## config.mk

```make
export PLATFORM = sky130hd
export DESIGN_NAME = pipe_mem
export DESIGN_NICKNAME = d
export VERILOG_FILES = /design/src/rtl/pipe_mem.sv
export SDC_FILE = /design/constraint.sdc
export NUM_CORES = 1
export LEC_CHECK = 0
export ABC_CLOCK_PERIOD_IN_PS = 2400
export CAP_MARGIN = 20
export CORE_MARGIN = 2
export CORE_UTILIZATION = 31
export DETAILED_ROUTE_END_ITERATION = 12
export PLACE_DENSITY = 0.82
export SLEW_MARGIN = 0
export SYNTH_ARGS = -nofsm -noshare
export SYNTH_HDL_FRONTEND = slang
export SYNTH_SLANG_ARGS = --single-unit
```

## constraint.sdc

```tcl
create_clock -name clk -period 2.4 [get_ports clk]
set_clock_uncertainty 0.1 [all_clocks]
set_input_delay 0.72 -clock clk [delete_from_list [all_inputs] [get_ports clk]]
set_output_delay 0.72 -clock clk [all_outputs]
set_load 0.01 [all_outputs]
```

## src/rtl/pipe_mem.sv

```systemverilog
// -----------------------------------------------------------------------------
// pipe_mem : MEM stage plus MEM/WB pipeline register.
//
// Issues loads/stores to data memory over a req/ack handshake. The data memory
// may insert wait states. While an access is outstanding the upstream stages
// are frozen through out_stall. Load data is lane-aligned and extended, then
// registered together with the write-back control for the WB stage.
// An access that sees no ack for TIMEOUT_CYCLES WAIT cycles is aborted.
//
// Configuration macro:
//   PIPE_MEM_SUBWORD_EN - when defined, byte/half accesses are supported.
//                         When undefined, every access is a full word.
//
// Ports:
//   clk, rst                      clock, synchronous active-high reset
//   in_*                          EX/MEM slot (valid, rd control, ALU result,
//                                 store data, access type/size/signedness)
//   dmem_req/we/addr/wdata/be     data memory request (combinational)
//   dmem_rdata, dmem_ack          data memory response
//   out_stall                     freeze PC/IF/ID/EX and EX/MEM register
//   out_rd_*, out_alu_result,
//   out_dmem_data                 registered MEM/WB fields for pipe_wb
//   out_misalign, out_bus_err     1-cycle pulses for dropped/aborted accesses
// -----------------------------------------------------------------------------
module pipe_mem #(
  parameter int unsigned TIMEOUT_CYCLES = 64
) (
  input  logic        clk,
  input  logic        rst,
  input  logic        in_valid,
  input  logic [4:0]  in_rd_waddr,
  input  logic        in_rd_wena,
  input  logic        in_rd_sel,
  input  logic [31:0] in_alu_result,
  input  logic [31:0] in_store_data,
  input  logic        in_mem_read,
  input  logic        in_mem_write,
  input  logic [1:0]  in_mem_size,
  input  logic        in_mem_unsigned,
  output logic        dmem_req,
  output logic        dmem_we,
  output logic [31:0] dmem_addr,
  output logic [31:0] dmem_wdata,
  output logic [3:0]  dmem_be,
  input  logic [31:0] dmem_rdata,
  input  logic        dmem_ack,
  output logic        out_stall,
  output logic [4:0]  out_rd_waddr,
  output logic        out_rd_wena,
  output logic        out_rd_sel,
  output logic [31:0] out_alu_result,
  output logic [31:0] out_dmem_data,
  output logic        out_misalign,
  output logic        out_bus_err
);

  localparam int unsigned    CNT_W   = $clog2(TIMEOUT_CYCLES + 1);
  localparam logic [CNT_W-1:0] CNT_MAX = CNT_W'(TIMEOUT_CYCLES);
  localparam logic [CNT_W-1:0] CNT_ONE = CNT_W'(1);

  typedef enum logic [0:0] {
    ST_IDLE = 1'b0,
    ST_WAIT = 1'b1
  } state_t;

`ifdef PIPE_MEM_SUBWORD_EN
  // Size 2'b11 is not a legal encoding; it is handled as a word everywhere.
  function automatic logic f_misaligned(input logic [1:0] size, input logic [1:0] off);
    case (size)
      2'b00:   f_misaligned = 1'b0;
      2'b01:   f_misaligned = off[0];
      default: f_misaligned = (off != 2'b00);
    endcase
  endfunction

  function automatic logic [3:0] f_be(input logic [1:0] size, input logic [1:0] off);
    case (size)
      2'b00:   f_be = 4'b0001 << off;
      2'b01:   f_be = 4'b0011 << off;
      default: f_be = 4'hF;
    endcase
  endfunction

  // Byte/half are replicated so every lane carries the data; be picks the lane.
  function automatic logic [31:0] f_wdata(input logic [1:0] size, input logic [31:0] data);
    case (size)
      2'b00:   f_wdata = {4{data[7:0]}};
      2'b01:   f_wdata = {2{data[15:0]}};
      default: f_wdata = data;
    endcase
  endfunction

  function automatic logic [31:0] f_load(input logic [1:0] size, input logic uns,
                                         input logic [1:0] off, input logic [31:0] rdata);
    logic [31:0] lane;
    lane = rdata >> {off, 3'b000};
    case (size)
      2'b00:   f_load = uns ? {24'h000000, lane[7:0]} : {{24{lane[7]}}, lane[7:0]};
      2'b01:   f_load = uns ? {16'h0000, lane[15:0]} : {{16{lane[15]}}, lane[15:0]};
      default: f_load = rdata;
    endcase
  endfunction
`else
  // Word-only build: size and signedness play no part.
  function automatic logic f_misaligned(input logic [1:0] off);
    f_misaligned = (off != 2'b00);
  endfunction

  logic unused_s;
  assign unused_s = ^{in_mem_size, in_mem_unsigned};
`endif

  state_t             state_q, state_d;
  logic [CNT_W-1:0]   cnt_q, cnt_d;
  logic [4:0]         rd_waddr_q, rd_waddr_d;
  logic               rd_wena_q, rd_wena_d;
  logic               rd_sel_q, rd_sel_d;
  logic [31:0]        alu_result_q, alu_result_d;
  logic [31:0]        dmem_data_q, dmem_data_d;
  logic               misalign_q, misalign_d;
  logic               bus_err_q, bus_err_d;

  logic               is_mem_s;
  logic               misaligned_s;
  logic               mem_op_s;
  logic               timeout_now_s;
  logic [31:0]        load_data_s;

  assign is_mem_s = in_valid & (in_mem_read | in_mem_write);

`ifdef PIPE_MEM_SUBWORD_EN
  assign misaligned_s = f_misaligned(in_mem_size, in_alu_result[1:0]);
  assign dmem_be      = f_be(in_mem_size, in_alu_result[1:0]);
  assign dmem_wdata   = f_wdata(in_mem_size, in_store_data);
  assign load_data_s  = f_load(in_mem_size, in_mem_unsigned, in_alu_result[1:0], dmem_rdata);
`else
  assign misaligned_s = f_misaligned(in_alu_result[1:0]);
  assign dmem_be      = 4'hF;
  assign dmem_wdata   = in_store_data;
  assign load_data_s  = dmem_rdata;
`endif

  assign mem_op_s  = is_mem_s & ~misaligned_s;
  assign dmem_we   = dmem_req & in_mem_write;
  assign dmem_addr = {in_alu_result[31:2], 2'b00};
  // Timeout cycle releases the stall so the aborted instruction retires as a bubble.
  assign out_stall = dmem_req & ~dmem_ack & ~timeout_now_s;

  // Handshake FSM: request generation, wait-state counting and timeout.
  always_comb begin
    state_d       = state_q;
    cnt_d         = cnt_q;
    dmem_req      = 1'b0;
    timeout_now_s = 1'b0;
    case (state_q)
      ST_IDLE: begin
        dmem_req = mem_op_s;
        if (mem_op_s && !dmem_ack) begin
          state_d = ST_WAIT;
          cnt_d   = CNT_ONE;
        end else begin
          state_d = ST_IDLE;
          cnt_d   = '0;
        end
      end
      ST_WAIT: begin
        dmem_req = 1'b1;
        if (dmem_ack) begin
          state_d = ST_IDLE;
          cnt_d   = '0;
        end else if (cnt_q == CNT_MAX) begin
          timeout_now_s = 1'b1;
          state_d       = ST_IDLE;
          cnt_d         = '0;
        end else begin
          state_d = ST_WAIT;
          cnt_d   = cnt_q + CNT_ONE;
        end
      end
      default: begin
        state_d = ST_IDLE;
        cnt_d   = '0;
      end
    endcase
  end

  // MEM/WB register next value: bubble unless the instruction completes this cycle.
  always_comb begin
    rd_waddr_d   = 5'd0;
    rd_wena_d    = 1'b0;
    rd_sel_d     = 1'b0;
    alu_result_d = 32'h0000_0000;
    dmem_data_d  = 32'h0000_0000;
    misalign_d   = is_mem_s & misaligned_s & ~out_stall;
    bus_err_d    = timeout_now_s;
    if (out_stall || !in_valid || timeout_now_s || (is_mem_s && misaligned_s)) begin
      rd_waddr_d   = 5'd0;
      rd_wena_d    = 1'b0;
      rd_sel_d     = 1'b0;
      alu_result_d = 32'h0000_0000;
      dmem_data_d  = 32'h0000_0000;
    end else begin
      rd_waddr_d   = in_rd_waddr;
      rd_wena_d    = in_rd_wena;
      rd_sel_d     = in_rd_sel;
      alu_result_d = in_alu_result;
      dmem_data_d  = in_mem_read ? load_data_s : 32'h0000_0000;
    end
  end

  // State, counter and MEM/WB register with synchronous reset.
  always_ff @(posedge clk) begin
    if (rst) begin
      state_q      <= ST_IDLE;
      cnt_q        <= '0;
      rd_waddr_q   <= 5'd0;
      rd_wena_q    <= 1'b0;
      rd_sel_q     <= 1'b0;
      alu_result_q <= 32'h0000_0000;
      dmem_data_q  <= 32'h0000_0000;
      misalign_q   <= 1'b0;
      bus_err_q    <= 1'b0;
    end else begin
      state_q      <= state_d;
      cnt_q        <= cnt_d;
      rd_waddr_q   <= rd_waddr_d;
      rd_wena_q    <= rd_wena_d;
      rd_sel_q     <= rd_sel_d;
      alu_result_q <= alu_result_d;
      dmem_data_q  <= dmem_data_d;
      misalign_q   <= misalign_d;
      bus_err_q    <= bus_err_d;
    end
  end

  assign out_rd_waddr   = rd_waddr_q;
  assign out_rd_wena    = rd_wena_q;
  assign out_rd_sel     = rd_sel_q;
  assign out_alu_result = alu_result_q;
  assign out_dmem_data  = dmem_data_q;
  assign out_misalign   = misalign_q;
  assign out_bus_err    = bus_err_q;

endmodule
```

After elaboration in Yosys (flattened, before gate mapping)

Cells that the tools add are included.

Output and inout port bits: 144
Input bits: 112
Bits in registers: 81

Mux-type cells: 12
Bitwise logic cells: 14
Add/subtract/negate cells: 1
Reductions and logical operators: 10
Eq/ne operators: 1

Operators with widths:

| cell                  | number |
|---|---|
| $mux W7               | 2 |
| $pmux W7 S2           | 1 |
| $add A7 B1 Y7 const B | 1 |
| $and A1 B1 Y1         | 7 |
| $eq A7 B7 Y1 const B  | 1 |
| $mux W1               | 7 |
| $not A1 Y1            | 6 |
| $pmux W1 S2           | 2 |
| $logic_or A1 B1 Y1    | 3 |
| $reduce_or A3 Y1      | 1 |
| $logic_and A1 B1 Y1   | 2 |
| $logic_not A1 Y1      | 2 |
| $reduce_bool A2 Y1    | 1 |
| $reduce_or A2 Y1      | 1 |
| $or A1 B1 Y1          | 1 |

Longest topological paths before layout

Gate-level depths: netlist of run 1.

Depth after elaboration: 10
Depth in mapped cells: 6

Worst setup path after synthesis of run 1

OpenSTA, ideal clock, no wires.

Kind: in2out
Start: input port in_alu_result[1]
End: output port out_stall
Path slack: 125 ps
Path buffers: 0
Stages: 3
Data arrival time: 1455 ps
Cell sequence: nor2_1 > a31oi_1 > a211oi_1

Cells in the longest elaborated chain, start to end: 6

RTL lines:

| what                       | RTL line | source |
|---|---|---|
| start, declared            | 34       | `input logic [31:0] in_alu_result,` |
| $reduce_bool A2 Y1         | 106      | `f_misaligned = (off != 2'b00);` |
| $not A1 Y1                 | 143      | `assign mem_op_s = is_mem_s & ~misaligned_s;` |
| $and A1 B1 Y1              | 143      |  |
| $pmux W1 S2                | 155      | `case (state_q)` |
| $and A1 B1 Y1 (2 in a row) | 147      | `assign out_stall = dmem_req & ~dmem_ack & ~timeout_now_s;` |
| end, declared              | 47       | `output logic out_stall,` |

Every way passes these cells.

Final worst setup path of run 1

Start: input port in_mem_read
End: output port dmem_we

Cells in the longest elaborated chain, start to end: 5

RTL lines:

| what            | RTL line | source |
|---|---|---|
| start, declared | 36       | `input logic in_mem_read,` |
| $or A1 B1 Y1    | 129      | `assign is_mem_s = in_valid & (in_mem_read \| in_mem_write);` |
| $and A1 B1 Y1   | 129      |  |
| $and A1 B1 Y1   | 143      |  |
| $pmux W1 S2     | 155      |  |
| $and A1 B1 Y1   | 144      | `assign dmem_we = dmem_req & in_mem_write;` |
| end, declared   | 41       | `output logic dmem_we,` |

Every way passes these cells.

==> results of run 1 <==
cell families after synthesis:
kind of cell,count (synthesis)
buffers and inverters,81
flip-flops,81
AND/OR/NAND/NOR,100
AO/OA/AOI/OAI,11
XOR/XNOR,3
adder cells (fa/ha/maj),2
other,2
metal layers:
metal / wire length (um) / up-vias
li1: - / 1080
met2: 4370 / 139
met4: 183 / 0
met5: 0 / -
met1: 2730 / 1014
met3: 784 / 25
timing repair:
item                                    4_1_cts  5_1_grt
setup buffers                                 1        0
resized for setup                            68        4
pin swaps                                     4        2
endpoints found under the setup margin       33        3
gates cloned                                  0        0
worst min-delay path: cells and delay by family (launching register included):
family,cells,cell delay (ps)
flops,1,330
compound gates,2,140
synthesized netlist by cell type:
cell type  number
dfxtp_1        81
and2_1         71
buf_4          69
nor2_1          9
clkbuf_1        6
inv_1           4
nand2_1         4
nand3_1         3
o21ai_0         3
a21oi_1         2
conb_1          2
ha_1            2
nor2b_1         2
nor3_1          2
or3_1           2
xor2_1          2
a2111oi_0       1
a211oi_1        1
a31oi_1         1
and3_1          1
and4_1          1
buf_2           1
clkbuf_2        1
nand4_1         1
nor3b_1         1
o21ai_1         1
o221a_2         1
o311a_1         1
or2_0           1
or2_2           1
or4_4           1
xnor2_1         1
power groups by stage:
| stage | combinational, mW | sequential, mW | clock (mW) |
|---|---|---|---|
| global route | 0.301 | 1.37 | 1.02 |
| floorplan | 0.147 | 1.41 | 0 |
| global placement | 0.295 | 1.40 | 0 |
| CTS | 0.281 | 1.37 | 0.973 |
| finish | 0.281 | 1.37 | 0.935 |
| detailed placement | 0.298 | 1.40 | 0 |
worst paths after layout:
path	startpoint	endpoint	slack, ps	cells after the start
worst min register to register	cnt_q[6]	cnt_q[6]	410	2
worst min-delay path	cnt_q[6]	cnt_q[6]	410	2
worst max register to register	state_q	out_alu_result[27]	820	3
worst max-delay path	in_mem_read	dmem_we	-6	6
metrics by stage:
step	hold slack, ps	area (sq um)	util, %	TNS [ps]
after floorplan	358	2930	-	0
after global placement	381	4490	48.8	-10540
after detailed placement	404	4490	48.8	-13420
after CTS	415	4650	50.5	-9.17
after global routing	451	4660	50.7	-97.2
final	414	4660	50.7	-6.08
flip-flops by register name, indices dropped and copies added (netlist names):
name / count
cnt_q: 7
out_alu_result: 32
out_bus_err: 1
out_dmem_data: 32
out_misalign: 1
out_rd_sel: 1
out_rd_waddr: 5
out_rd_wena: 1
state_q: 1
layout make-up:
class	count	area, sq um
Clock buffer	9	124
Clock inverter	7	57.6
Tap cell	111	139
Fill cell	804	4540
Multi-Input combinational cell	122	776
Timing Repair Buffer	203	1930
Inverter	4	15.0
Sequential cell	81	1620
==> impl_metrics.py, run 1 <==
metrics = {
    "status": {
        "status": "finished, violations left",
        "violations": "setup timing",
    },
    "synth": {
        "synthMuxAreaShare_pct": 0,
        "ys_seq_elements": 81,
        "synth_top_cell_area_share_pct": 55.6,
        "synth_top_family_by_area": "simple AND/OR/NAND/NOR gates",
        "yosys.area_share.simple_pct": 20.4,
        "ys_warn_count": 0,
        "synth_fa_ha_area_share_pct": 0.858,
        "synthDistinctLibCells": 32,
        "syn_area_sq_um": 2920,
        "syn_inst": 280,
        "yosys.area.top_type": "dfxtp_1",
        "synth-xor-area-share_pct": 0.901,
        "synth.area.top_cells": "dfxtp_1 (56%), buf_4 (18%), and2_1 (15%), nor2_1 (1.2%), ha_1 (0.86%)",
        "avgSynthCellArea_sq_um": 10.4,
        "synth_compound_area_share_pct": 2.53,
        "yosysSeqAreaShare_pct": 55.6,
    },
    "power": {
        "seq_power_share_pct": 52.9,
        "switchingPower_uw": 641,
        "p_per_area_nw_per_um2": 554,
        "p_leak_nw": 1.90,
        "irDropWorstVdd_mv": 0.267,
        "p_comb_share_pct": 10.9,
        "switching_share_pct": 24.8,
        "fin_total_pwr_mw": 2.58,
        "power_frac_clock_pct": 36.2,
        "internal_power_mw": 1.94,
    },
    "floorplanning": {
        "die_w_um": 101,
        "dieArea_sq_um": 10200,
        "coreArea_sq_um": 9200,
        "die_h_um": 101,
        "placementRows": 35,
        "start_util_pct": 31.7,
        "pin_count": 256,
    },
    "clock_tree": {
        "clkTransAtPathRegs_ps": 80,
        "clock-sinks": 81,
        "cts_tree": "done",
        "cts_buffers": 9,
        "cts_root_buf": "clkbuf_8",
        "htreeDepth": 3,
        "cts_buffer_depth": 2,
        "worstSkewPairLatency_ps": 340,
        "holdBufCountCts": 0,
    },
    "sta": {
        "setup_slack_ps": -6.08,
        "grt_setup_unrepaired": "yes",
        "maxSlewViolCount": 0,
        "finalSetupViolations": 1,
        "hold_viol_final": 0,
        "worst_pin_slew_ps": 630,
        "finalCritPeriodShare_pct": 100,
        "max_freq_ghz": 0.416,
        "fin_crit_ps": 2410,
        "relSlewSlack_pct": 58.0,
    },
    "route": {
        "firstDrtPassIters": 4,
        "wl_per_cell_um": 15.0,
        "routed_via_density": 4.20,
        "drtAntennaViolNets": 0,
        "drt_iter0_drc": 37,
        "drc_errors": 0,
        "routed_wl_um": 8060,
        "vias": 2258,
    },
    "worst_setup_path": {
        "crit_top_cell": "buf_6",
        "crit_path_cell_trace": "buf_6 -> or2_4 -> a31oi_4 -> buf_6 -> nor2b_1 -> buf_2",
        "end_kind": "output pin",
        "arrival_ps": 1590,
        "critical_path_buf_inv_count": 3,
        "slowest_stage": "or2_4",
        "max_stage_delay_ps": 250,
        "crit_family": "buffers and inverters",
        "cp.required_ps": 1580,
        "critical_path_class": "in -> out",
        "startpoint_type": "input port",
        "timing.critical_path.fanout_max": 3,
    },
    "cells_and_area": {
        "layoutNonFillerInstCount": 537,
        "layout_commonest_cell": "clkdlybuf4s50_1",
        "syn_to_final_growth_pct": 59.9,
        "mostFrequentLayoutCells": "clkdlybuf4s50_1 (144), dfxtp_1 (81), and2_1 (71)",
        "nets": 535,
        "drive_above_1_share_pct": 12.2,
        "antenna_cells": 0,
    },
    "global_route": {
        "gr-total-overflow": 0,
        "grt_max_degree": 40,
        "antenna_found_initial": 0,
        "gr-usage-met3_pct": 5.62,
        "grt_util_met2_pct": 28.6,
        "grt.busiest_layer": "met2",
        "grt_use_met1_pct": 14.2,
        "grt_pass1_vias": 2257,
        "grt_usage_pct": 15.0,
        "grt_pass1_wl_um": 11600,
    },
    "placement": {
        "hpwl_um": 6400,
        "io_buffers": 182,
        "gp_congestion": 0.771,
        "placedCellCount": 520,
        "place_ws_ps": -803,
    },
    "job": {
        "maxCapViolCount": 0,
    },
    "min_path": {
        "hold_class": "reg -> reg",
    },
}
(Power assumes the default switching activity.)
==> inputs of run 2 (changes only) <==
Settings changed: CORE_MARGIN 2 to 4.
==> impl_metrics.py, run 2 (synthesis results as in run 1) <==
metrics = {
    "status": {
        "status": "finished, final reports clean",
    },
    "power": {
        "p_per_area_nw_per_um2": 585,
        "p_leak_nw": 1.94,
        "irDropWorstVdd_mv": 0.284,
    },
    "sta": {
        "relSlewSlack_pct": 58.5,
        "fin_crit_ps": 2390,
        "max_freq_ghz": 0.419,
        "worst_pin_slew_ps": 622,
        "grt_setup_unrepaired": "yes",
        "finalSetupViolations": 0,
        "finalCritPeriodShare_pct": 99.5,
        "hold_viol_final": 0,
        "maxSlewViolCount": 0,
    },
    "route": {
        "routed_via_density": 4.21,
        "drt_iter0_drc": 42,
        "wl_per_cell_um": 15.8,
        "firstDrtPassIters": 4,
        "drtAntennaViolNets": 0,
        "vias": 2271,
        "drc_errors": 0,
        "routed_wl_um": 8530,
    },
    "placement": {
        "io_buffers": 182,
        "gp_congestion": 0.851,
        "placed_area_sq_um": 4520,
        "hpwl_um": 7100,
    },
    "floorplanning": {
        "die_w_um": 105,
        "start_util_pct": 31.7,
        "die_h_um": 105,
        "pin_count": 256,
        "placementRows": 35,
        "dieArea_sq_um": 11000,
        "coreArea_sq_um": 9200,
    },
    "cells_and_area": {
        "syn_to_final_growth_pct": 62.4,
        "drive_above_1_share_pct": 11.7,
        "fin_util_pct": 51.5,
        "antenna_cells": 0,
        "nets": 537,
        "nFillCells": 832,
        "design_area_sq_um": 4740,
        "layout_commonest_cell": "clkdlybuf4s50_1",
        "mostFrequentLayoutCells": "clkdlybuf4s50_1 (144), dfxtp_1 (81), and2_1 (71)",
    },
    "global_route": {
        "gr-total-overflow": 0,
        "grt_usage_pct": 14.7,
        "grt_pass1_vias": 2232,
        "grt_pass1_wl_um": 12400,
        "antenna_found_initial": 0,
        "grt_max_degree": 40,
    },
    "min_path": {
        "hold_depth": 2,
        "hold_class": "reg -> reg",
    },
    "clock_tree": {
        "clkTransAtPathRegs_ps": 80,
        "cts_buffer_depth": 2,
        "clock-sinks": 81,
        "htreeDepth": 3,
        "cts_root_buf": "clkbuf_8",
        "holdBufCountCts": 0,
        "cts_tree": "done",
        "cts_buffers": 9,
        "worstSkewPairLatency_ps": 340,
    },
    "worst_setup_path": {
        "cp.required_ps": 1580,
        "ff2ff_path_depth": 4,
        "max_stage_delay_ps": 270,
        "timing.critical_path.fanout_max": 4,
        "crit_family": "buffers and inverters",
        "arrival_ps": 1570,
        "rrSetupSlack_ps": 630,
        "slowest_stage": "dlygate4sd2_1",
        "startpoint_type": "input port",
        "critical_path_class": "in -> out",
        "crit_path_cell_trace": "dlygate4sd2_1 -> nor2_4 -> a31oi_4 -> a211oi_2 -> buf_2",
        "critical_path_buf_inv_count": 2,
        "end_kind": "output pin",
        "cp.depth": 5,
    },
    "job": {
        "maxCapViolCount": 0,
    },
}
-- run 2: cell count changes in the layout (fill, tap and decap cells not counted), sizes merged --
cell,change
clkinvlp,-2
clkdlybuf4s15,+2
buf,-1
inv,-1
bufinv,+2
clkbuf,+1
dlygate4sd2,+1
-- run 2: per-stage QoR --
stage	setup WS [ps]	hold WS (ps)	power, mW	setup TNS, ps	instances
4_1_cts	-17.2	394	2.82	-17.2	539
3_3_place_gp	-823	377	1.70	-12660	522
2_1_floorplan	125	358	1.55	0	284
6_report	12.4	397	2.77	0	539
3_5_place_dp	-828	382	1.70	-13090	522
5_1_grt	-54.6	409	2.90	-54.6	539
-- run 2: repair_timing --
action                                  in CTS  in global routing
endpoints found under the hold margin        0                  0
gates resized for setup                     60                  0
endpoints found under the setup margin      33                  1
gates cloned                                 0                  0
setup buffers                                1                  0
pin swaps                                    6                  0
-- run 2: layout make-up --
type / count / area, sq um / area share (%)
clock buffers: 10 / 138 / 2.91
inverters: 4 / 15.0 / 0.317
clock inverters: 6 / 95.1 / 2.01
multi-input cells: 122 / 781 / 16.5
flip-flops and latches: 81 / 1620 / 34.2
well taps: 111 / 139 / 2.93
repair buffers: 205 / 1950 / 41.1
-- run 2: final timing paths --
kind	from	to
worst max register to register	state_q	out_alu_result[3]
worst min-delay path	cnt_q[6]	cnt_q[6]
worst min register to register	cnt_q[6]	cnt_q[6]
worst max-delay path	in_alu_result[1]	out_stall
-- run 2: power breakdown --
part / switching [mW] / total, mW / internal [mW]
combinational: 0.0954 / 0.284 / 0.189
sequential: 0.00506 / 1.37 / 1.36
clock: 0.493 / 1.12 / 0.627
-- run 2: per-layer routing --
layer | track usage, % | vias to the layer above | part of all wire, % | wire length, um
li1 | - | 1087 | - | -
met5 | 0 | - | 0 | 0
met4 | 5.34 | 0 | 2.6 | 223
met1 | 13.7 | 1003 | 33 | 2830
met3 | 5.87 | 24 | 10 | 874
met2 | 28.4 | 157 | 54 | 4600
-- run 2: tightest hold or removal path, stage by stage (launching register included) --
cell     delay [ps]
dfxtp_1         330
o21ai_0          70
a21oi_1          60
